===== config.mk =====
export PLATFORM = sky130hd
export DESIGN_NAME = esm_issue_buffer_flat
export DESIGN_NICKNAME = d
export VERILOG_FILES = /design/src/rtl/esm_pkg.sv /design/src/rtl/esm_issue_buffer_if.sv /design/src/rtl/esm_rr_picker.sv /design/src/rtl/esm_issue_buffer.sv /design/src/flat_wrapper.sv
export SDC_FILE = /design/constraint.sdc
export NUM_CORES = 1
export LEC_CHECK = 0
export ABC_CLOCK_PERIOD_IN_PS = 28300
export BUFFER_PORTS_ARGS = -buffer_cell sky130_fd_sc_hd__buf_2
export CORE_MARGIN = 5
export CORE_UTILIZATION = 60
export DETAILED_ROUTE_END_ITERATION = 7
export HOLD_SLACK_MARGIN = 0.08
export PLACE_DENSITY = 0.81
export RECOVER_POWER = 50
export SKIP_CTS_REPAIR_TIMING = 1
export SYNTH_ARGS = -nofsm -noshare
export SYNTH_HDL_FRONTEND = slang
export SYNTH_HIERARCHICAL = 1
export SYNTH_SLANG_ARGS = --single-unit

===== constraint.sdc =====
create_clock -name clk -period 28.3 [get_ports clk]
set_clock_uncertainty 0.05 [all_clocks]
set_input_delay 8.49 -clock clk [delete_from_list [all_inputs] [get_ports clk]]
set_output_delay 8.49 -clock clk [all_outputs]
set_load 0.02 [all_outputs]

===== src/rtl/esm_pkg.sv =====
// Shared types, widths and reset constants for the ESM issue buffer.
// Optional build macro used by the consumers of this package: ESM_AGE_PRIORITY_EN.
package esm_pkg;

  localparam int unsigned INSTR_W = 32;

  // Index width for a buffer of n entries, never narrower than one bit.
  function automatic int unsigned idx_w(input int unsigned n);
    return (n > 1) ? $clog2(n) : 1;
  endfunction

  typedef struct packed {
    logic               valid;
    logic               inflight;
    logic               fresh;
    logic [INSTR_W-1:0] instr;
  } entry_t;

  localparam logic               ISSUE_VALID_RST = 1'b0;
  localparam logic [INSTR_W-1:0] ISSUE_INSTR_RST = '0;

endpackage


===== src/rtl/esm_issue_buffer_if.sv =====
// Allocation, analyser and issue signals of the ESM issue buffer.
// master = the buffer, slave = upstream/analyser/downstream environment.
interface esm_issue_buffer_if #(
  parameter int unsigned Instruction_word_size = esm_pkg::INSTR_W,
  parameter int unsigned bs                    = 16
);
  localparam int unsigned IW = esm_pkg::idx_w(bs);

  logic                             in_valid;
  logic                             in_ready;
  logic [Instruction_word_size-1:0] in_instr;
  logic                             alloc_fire;
  logic [IW-1:0]                    buffer_index;
  logic [Instruction_word_size-1:0] Instr_out;
  logic [0:bs-1]                    valid_entries;
  logic [0:bs-1]                    independent_instr;
  logic                             issue_valid;
  logic                             issue_ready;
  logic [Instruction_word_size-1:0] issue_instr;
  logic [IW-1:0]                    issue_index;

  modport master (
    input  in_valid, in_instr, independent_instr, issue_ready,
    output in_ready, alloc_fire, buffer_index, Instr_out, valid_entries,
           issue_valid, issue_instr, issue_index
  );

  modport slave (
    output in_valid, in_instr, independent_instr, issue_ready,
    input  in_ready, alloc_fire, buffer_index, Instr_out, valid_entries,
           issue_valid, issue_instr, issue_index
  );

endinterface


===== src/rtl/esm_rr_picker.sv =====
// Combinational round-robin picker: first set bit of eligible at or above
// start, wrapping modulo bs (bs is a power of two, so wrap is truncation).
module esm_rr_picker #(
  parameter  int unsigned bs = 16,
  localparam int unsigned IW = esm_pkg::idx_w(bs)
) (
  input  logic [0:bs-1] eligible,
  input  logic [IW-1:0] start,
  output logic          found,
  output logic [IW-1:0] index
);

  logic [IW-1:0] cand;

  // NOTE: every variable written here gets a default before the loop;
  // a path that leaves one unassigned would infer a latch.
  always_comb begin
    found = 1'b0;
    index = '0;
    cand  = '0;
    for (int k = 0; k < bs; k++) begin
      cand = start + IW'(k);
      if (!found && eligible[cand]) begin
        found = 1'b1;
        index = cand;
      end
    end
  end

endmodule


===== src/rtl/esm_issue_buffer.sv =====
// Instruction window around the ESM dependency analyser: allocates slots,
// tracks occupancy and issues one ready entry per cycle through valid/ready.
// ESM_AGE_PRIORITY_EN selects oldest-first picking; round-robin otherwise.
module esm_issue_buffer #(
  parameter int unsigned Instruction_word_size = esm_pkg::INSTR_W,  // must equal INSTR_W
  parameter int unsigned bs                    = 16
) (
  input logic                clk,
  input logic                rst,
  esm_issue_buffer_if.master bus
);
  import esm_pkg::*;

  localparam int unsigned IW = idx_w(bs);

  entry_t                           ent [bs];
  logic [0:bs-1]                    eligible;
  logic [0:bs-1]                    valid_mask;
  logic                             full;
  logic                             in_ready;
  logic                             alloc_fire;
  logic                             issue_fire;
  logic                             load;
  logic                             pick_found;
  logic [IW-1:0]                    buffer_index;
  logic [IW-1:0]                    pick_idx;
  logic                             issue_valid;
  logic [Instruction_word_size-1:0] issue_instr;
  logic [IW-1:0]                    issue_index;

  // Lowest free slot, derived from registered valid bits only, so a slot
  // freed this cycle becomes allocatable on the next one.
  always_comb begin
    full         = 1'b1;
    buffer_index = '0;
    for (int i = bs - 1; i >= 0; i--) begin
      if (!ent[i].valid) begin
        full         = 1'b0;
        buffer_index = IW'(i);
      end
    end
  end

  always_comb begin
    eligible   = '0;
    valid_mask = '0;
    for (int i = 0; i < bs; i++) begin
      valid_mask[i] = ent[i].valid;
      eligible[i]   = ent[i].valid & ~ent[i].inflight & ~ent[i].fresh &
                      bus.independent_instr[i];
    end
  end

  assign in_ready   = !full;
  assign alloc_fire = bus.in_valid && in_ready;
  assign issue_fire = issue_valid && bus.issue_ready;
  assign load       = (!issue_valid || bus.issue_ready) && pick_found;

`ifdef ESM_AGE_PRIORITY_EN
  logic [0:bs-1] age [bs];  // age[i][j]: entry i is older than entry j
  logic          older_elig;

  always_comb begin
    pick_found = 1'b0;
    pick_idx   = '0;
    older_elig = 1'b0;
    for (int i = bs - 1; i >= 0; i--) begin
      older_elig = 1'b0;
      for (int j = 0; j < bs; j++) older_elig = older_elig | (eligible[j] & age[j][i]);
      if (eligible[i] && !older_elig) begin
        pick_found = 1'b1;
        pick_idx   = IW'(i);
      end
    end
  end
`else
  logic [IW-1:0] rr_ptr;

  esm_rr_picker #(.bs(bs)) u_picker (
    .eligible (eligible),
    .start    (rr_ptr),
    .found    (pick_found),
    .index    (pick_idx)
  );
`endif

  // NOTE: the instruction payload shares the async reset with the flags so the
  // whole window is discarded in one step; the storage is only bs words deep.
  // NOTE: state is updated with non-blocking assignments only, so every read
  // below sees the pre-edge value regardless of statement order.
  always_ff @(posedge clk or posedge rst) begin
    if (rst) begin
      for (int i = 0; i < bs; i++) ent[i] <= '0;
      issue_valid <= ISSUE_VALID_RST;
      issue_instr <= ISSUE_INSTR_RST;
      issue_index <= '0;
`ifdef ESM_AGE_PRIORITY_EN
      for (int i = 0; i < bs; i++) age[i] <= '0;
`else
      rr_ptr      <= '0;
`endif
    end else begin
      for (int i = 0; i < bs; i++) ent[i].fresh <= 1'b0;

      if (issue_fire) begin
        ent[issue_index].valid    <= 1'b0;
        ent[issue_index].inflight <= 1'b0;
      end

      if (alloc_fire) begin
        ent[buffer_index].valid <= 1'b1;
        ent[buffer_index].fresh <= 1'b1;
        ent[buffer_index].instr <= bus.in_instr;
`ifdef ESM_AGE_PRIORITY_EN
        age[buffer_index] <= '0;
        for (int i = 0; i < bs; i++) begin
          if (ent[i].valid) age[i][buffer_index] <= 1'b1;
        end
`endif
      end

      // The picked entry is never issue_index: that one is still inflight.
      if (load) begin
        issue_valid             <= 1'b1;
        issue_instr             <= ent[pick_idx].instr;
        issue_index             <= pick_idx;
        ent[pick_idx].inflight  <= 1'b1;
`ifndef ESM_AGE_PRIORITY_EN
        rr_ptr                  <= pick_idx + IW'(1);
`endif
      end else if (issue_fire) begin
        issue_valid <= 1'b0;
      end
    end
  end

  assign bus.in_ready      = in_ready;
  assign bus.alloc_fire    = alloc_fire;
  assign bus.buffer_index  = buffer_index;
  assign bus.Instr_out     = bus.in_instr;
  assign bus.valid_entries = valid_mask;
  assign bus.issue_valid   = issue_valid;
  assign bus.issue_instr   = issue_instr;
  assign bus.issue_index   = issue_index;

endmodule


===== src/flat_wrapper.sv =====
// flat-port wrapper written by rule: the top's interface ports become plain ports
module esm_issue_buffer_flat import esm_pkg::*;
#(
  parameter int unsigned Instruction_word_size = esm_pkg::INSTR_W,                       
  parameter int unsigned bs                    = 16
)
  (clk, rst, bus_in_valid, bus_in_instr, bus_independent_instr, bus_issue_ready, bus_in_ready, bus_alloc_fire, bus_buffer_index, bus_Instr_out, bus_valid_entries, bus_issue_valid, bus_issue_instr, bus_issue_index);
  esm_issue_buffer_if #(.Instruction_word_size(Instruction_word_size), .bs(bs)) bus_i ();
  input logic clk;
  input logic rst;
  input wire logic [$bits(bus_i.in_valid)-1:0] bus_in_valid;
  input wire logic [$bits(bus_i.in_instr)-1:0] bus_in_instr;
  input wire logic [$bits(bus_i.independent_instr)-1:0] bus_independent_instr;
  input wire logic [$bits(bus_i.issue_ready)-1:0] bus_issue_ready;
  output wire logic [$bits(bus_i.in_ready)-1:0] bus_in_ready;
  output wire logic [$bits(bus_i.alloc_fire)-1:0] bus_alloc_fire;
  output wire logic [$bits(bus_i.buffer_index)-1:0] bus_buffer_index;
  output wire logic [$bits(bus_i.Instr_out)-1:0] bus_Instr_out;
  output wire logic [$bits(bus_i.valid_entries)-1:0] bus_valid_entries;
  output wire logic [$bits(bus_i.issue_valid)-1:0] bus_issue_valid;
  output wire logic [$bits(bus_i.issue_instr)-1:0] bus_issue_instr;
  output wire logic [$bits(bus_i.issue_index)-1:0] bus_issue_index;
  assign bus_i.in_valid = bus_in_valid;
  assign bus_i.in_instr = bus_in_instr;
  assign bus_i.independent_instr = bus_independent_instr;
  assign bus_i.issue_ready = bus_issue_ready;
  assign bus_in_ready = bus_i.in_ready;
  assign bus_alloc_fire = bus_i.alloc_fire;
  assign bus_buffer_index = bus_i.buffer_index;
  assign bus_Instr_out = bus_i.Instr_out;
  assign bus_valid_entries = bus_i.valid_entries;
  assign bus_issue_valid = bus_i.issue_valid;
  assign bus_issue_instr = bus_i.issue_instr;
  assign bus_issue_index = bus_i.issue_index;
  esm_issue_buffer #(.Instruction_word_size(Instruction_word_size), .bs(bs)) u_core (.clk(clk), .rst(rst), .bus(bus_i));
endmodule

==> impl_metrics.ini <==
[timing]
maxSlewViolCount = 745
hold_viol_final = 0
worst_pin_slew_ns = 6.33
achievable-frequency_ghz = 0.0565
post-route-period-util_pct = 62.6
setup_viol = 0
relSlewSlack_pct = -324
hold_slack_ns = 0.423
period_needed_ns = 17.71
setup_total_negative_slack_ns = 0
rsz_0062_raised_after_global_routing = false

[cts]
clock_latency_ns = 0.62
cts_buffers = 59
cts_buffer_depth = 3
cts_tree = built
tritoncts_sinks = 601
clk_pin_slew_worst_setup_hold_paths_ns = 0.06
cts_max_level = 2
ctsRootBufferMaster = clkbuf_16

[cells_and_area]
final_cells = 2853
final_nets = 2256
ratio_of_cells_with_drive_above_1_in_the_final_layout_pct = 37.8
n_antenna_cell = 0
flow.area_growth_from_synthesis_pct = 9.00
utilization_pct = 66.4

[outcome]
status = finished, violations left
violations_in_the_final_reports = capacitance limit, slew limit

[critical_path]
worstPathMaxFanout = 8
start_kind = input pin
worstSetupPathDepth = 3
crit_path_max_incr_delay_ns = 0.33
crit_slowest_cell = clkbuf_1
timing.critical_path.required_ns = 19.76
critPathKind = input pin to output port
timing.critical_path.max_delay_family = buffers and inverters
crit_chain = clkbuf_1 > and2_1 > buf_2
r2r.worst_path.cells = 20
critPathCaptureType = output port
critical_path.n_buffers_inverters = 2
arrival_ns = 9.17

[routing]
remaining_drc_errors = 0
totalWireLength_mm = 73.2
wire_per_inst_um = 25.6
route.vias.total = 18628
detailedRoute.firstPassIterationCount = 5
route.detailed.vias_per_inst = 6.53
number_of_violations_reported_at_the_end_of_detailed_routing_iteration_0 = 1885
antenna_violating_nets_post_route = 0

[floorplanning]
core.rowCount = 80
die_width_um = 231
die_area_mm2 = 0.0532
start_util_pct = 60.9
io_pins = 143
floorplan.core_area_mm2 = 0.0479
die_height_um = 231

[yosys]
post_synth_main_area_contributors = dfrtp_1, mux2_2, mux4_2, nand2_1, mux2i_1
netlist-cell-type-count = 72
post_synth_edffs = 0
ys_async_sr_fraction_pct = 100
synthesis.instances = 2156
synth_area_per_cell_um2 = 13.5
syn_nets = 2219
ys_seq_area_share_pct = 51.5
ys.flop_type = dfrtp_1
synth.ff_latch_count = 601
synthesis.area_mm2 = 0.0292
synth_largest_type_area_fraction_pct = 51.5
synthesis.yosys.warnings = 6
synth_area_leader_cell = dfrtp_1

[grt]
grt_pass1_vias = 19610
number_of_antenna_violations_at_the_first_check_in_global_routing = 3
grt_first_pass_wirelength_mm = 116
globalRouteOverflowTotal = 0
grt_usage_pct = 27.8
grt_start_max_net_pins = 150

[run]
max_cap_violations = 19

[place]
placedCellCount = 2747
post-dp-hpwl_mm = 41.6
placement.io_buffers = 142
routabilityCongestion = 0.908

[hold_path]
hp-class = register to register
timing.hold.worst_path_depth = 2
[cell usage after synthesis (10+ instances only)]
cell type    n
mux2i_1     89
mux2_1      13
buf_1       18
nand2b_1    10
buf_6       20
nand2_1    268
inv_1       19
nor4bb_1    13
nand3_1     24
buf_2       33
clkbuf_1    82
a21o_1      10
o21ai_0     49
a21oi_1     47
mux2_4      10
ha_1        11
buf_4       52
nor2_1      63
dfrtp_1    601
mux2_2     444
mux4_2     147
[worst paths after layout]
| path | startpoint | endpoint | slack (ns) |
|---|---|---|---|
| max | bus_in_valid | bus_alloc_fire | 10.59 |
| min | register | register | 0.42 |
| max reg2reg | u_core/rr_ptr[0] | u_core/bus.issue_instr[2] | 20.02 |
| min reg2reg | register | register | 0.42 |
| max in group asynchronous | rst | async pin | 12.25 |
| min in group asynchronous | rst | async pin | 9.77 |
[layout by cell type (no fill, tap or decap), drive strengths merged, types with 4 or more instances in the layout]
cell / n
xor2: 4
nand2b: 10
nor3: 13
a21boi: 4
o21ai: 51
a32o: 9
mux2: 467
nand2: 268
o221ai: 4
nor2b: 5
bufinv: 7
mux2i: 91
a21o: 10
buf: 120
clkinv: 7
o31ai: 5
nor2: 64
nor4bb: 13
and3: 5
ha: 11
xnor2: 9
a22o: 9
dfrtp: 601
nand3: 26
and2: 5
inv: 23
a31oi: 5
mux4: 147
nand4: 6
a21oi: 47
clkbuf: 149
[final cells by class]
cell class,instances,area (um^2)
Fill cell,3302,16100
Sequential cell,601,15000
Multi-Input combinational cell,1329,13000
Clock buffer,88,1770
Timing Repair Buffer,181,890
Tap cell,615,769
Clock inverter,18,279
Inverter,21,80.1
[per-layer routing]
layer / part of all wire, % / global-route usage (%) / routed length (um)
met1: 41 / 40.3 / 30200
met2: 48 / 43.6 / 34800
met3: 8.5 / 5.31 / 6200
met4: 2.6 / 8.33 / 1910
met5: 0.036 / 0 / 26
[stage by stage]
step	setup WS [ns]	instance area, um^2
final	10.59	31800
after global routing	10.39	31800
after CTS	10.73	32000
after detailed placement	10.73	29900
after global placement	10.76	29900
after floorplan	2.94	29200
[worst register-to-register path: stages, from the launching register on]
cell	delay (ns)
dfrtp_1	0.33
buf_4	0.32
inv_2	0.17
ha_1	0.84
mux4_2	0.69
mux2i_1	0.34
mux2_2	0.40
nand3_4	0.18
nor4_4	0.50
and2_1	0.29
nand3_1	0.26
nor3b_1	0.26
a31oi_4	0.13
buf_4	0.59
buf_4	0.83
buf_4	0.86
mux4_2	0.64
mux2i_1	0.15
nor2_1	0.06
a21oi_1	0.16
o21ai_0	0.11
[kinds of logic (layout without fill, tap and decap cells)]
logic type      count (synthesis)  in the layout  share of synthesized area (%)
simple gates                  434            434                           6.84
compound gates                166            166                           3.88
flops                         601            601                           51.5
xor+xnor                       13             13                          0.390
buf+inv                       226            308                           4.23
fa+ha+maj                      11             11                          0.472
mux                           705            705                           32.7
Power is left out: the tool's default activity adds up to more than one toggle a clock period on the data nets, which glitch-free logic cannot reach.
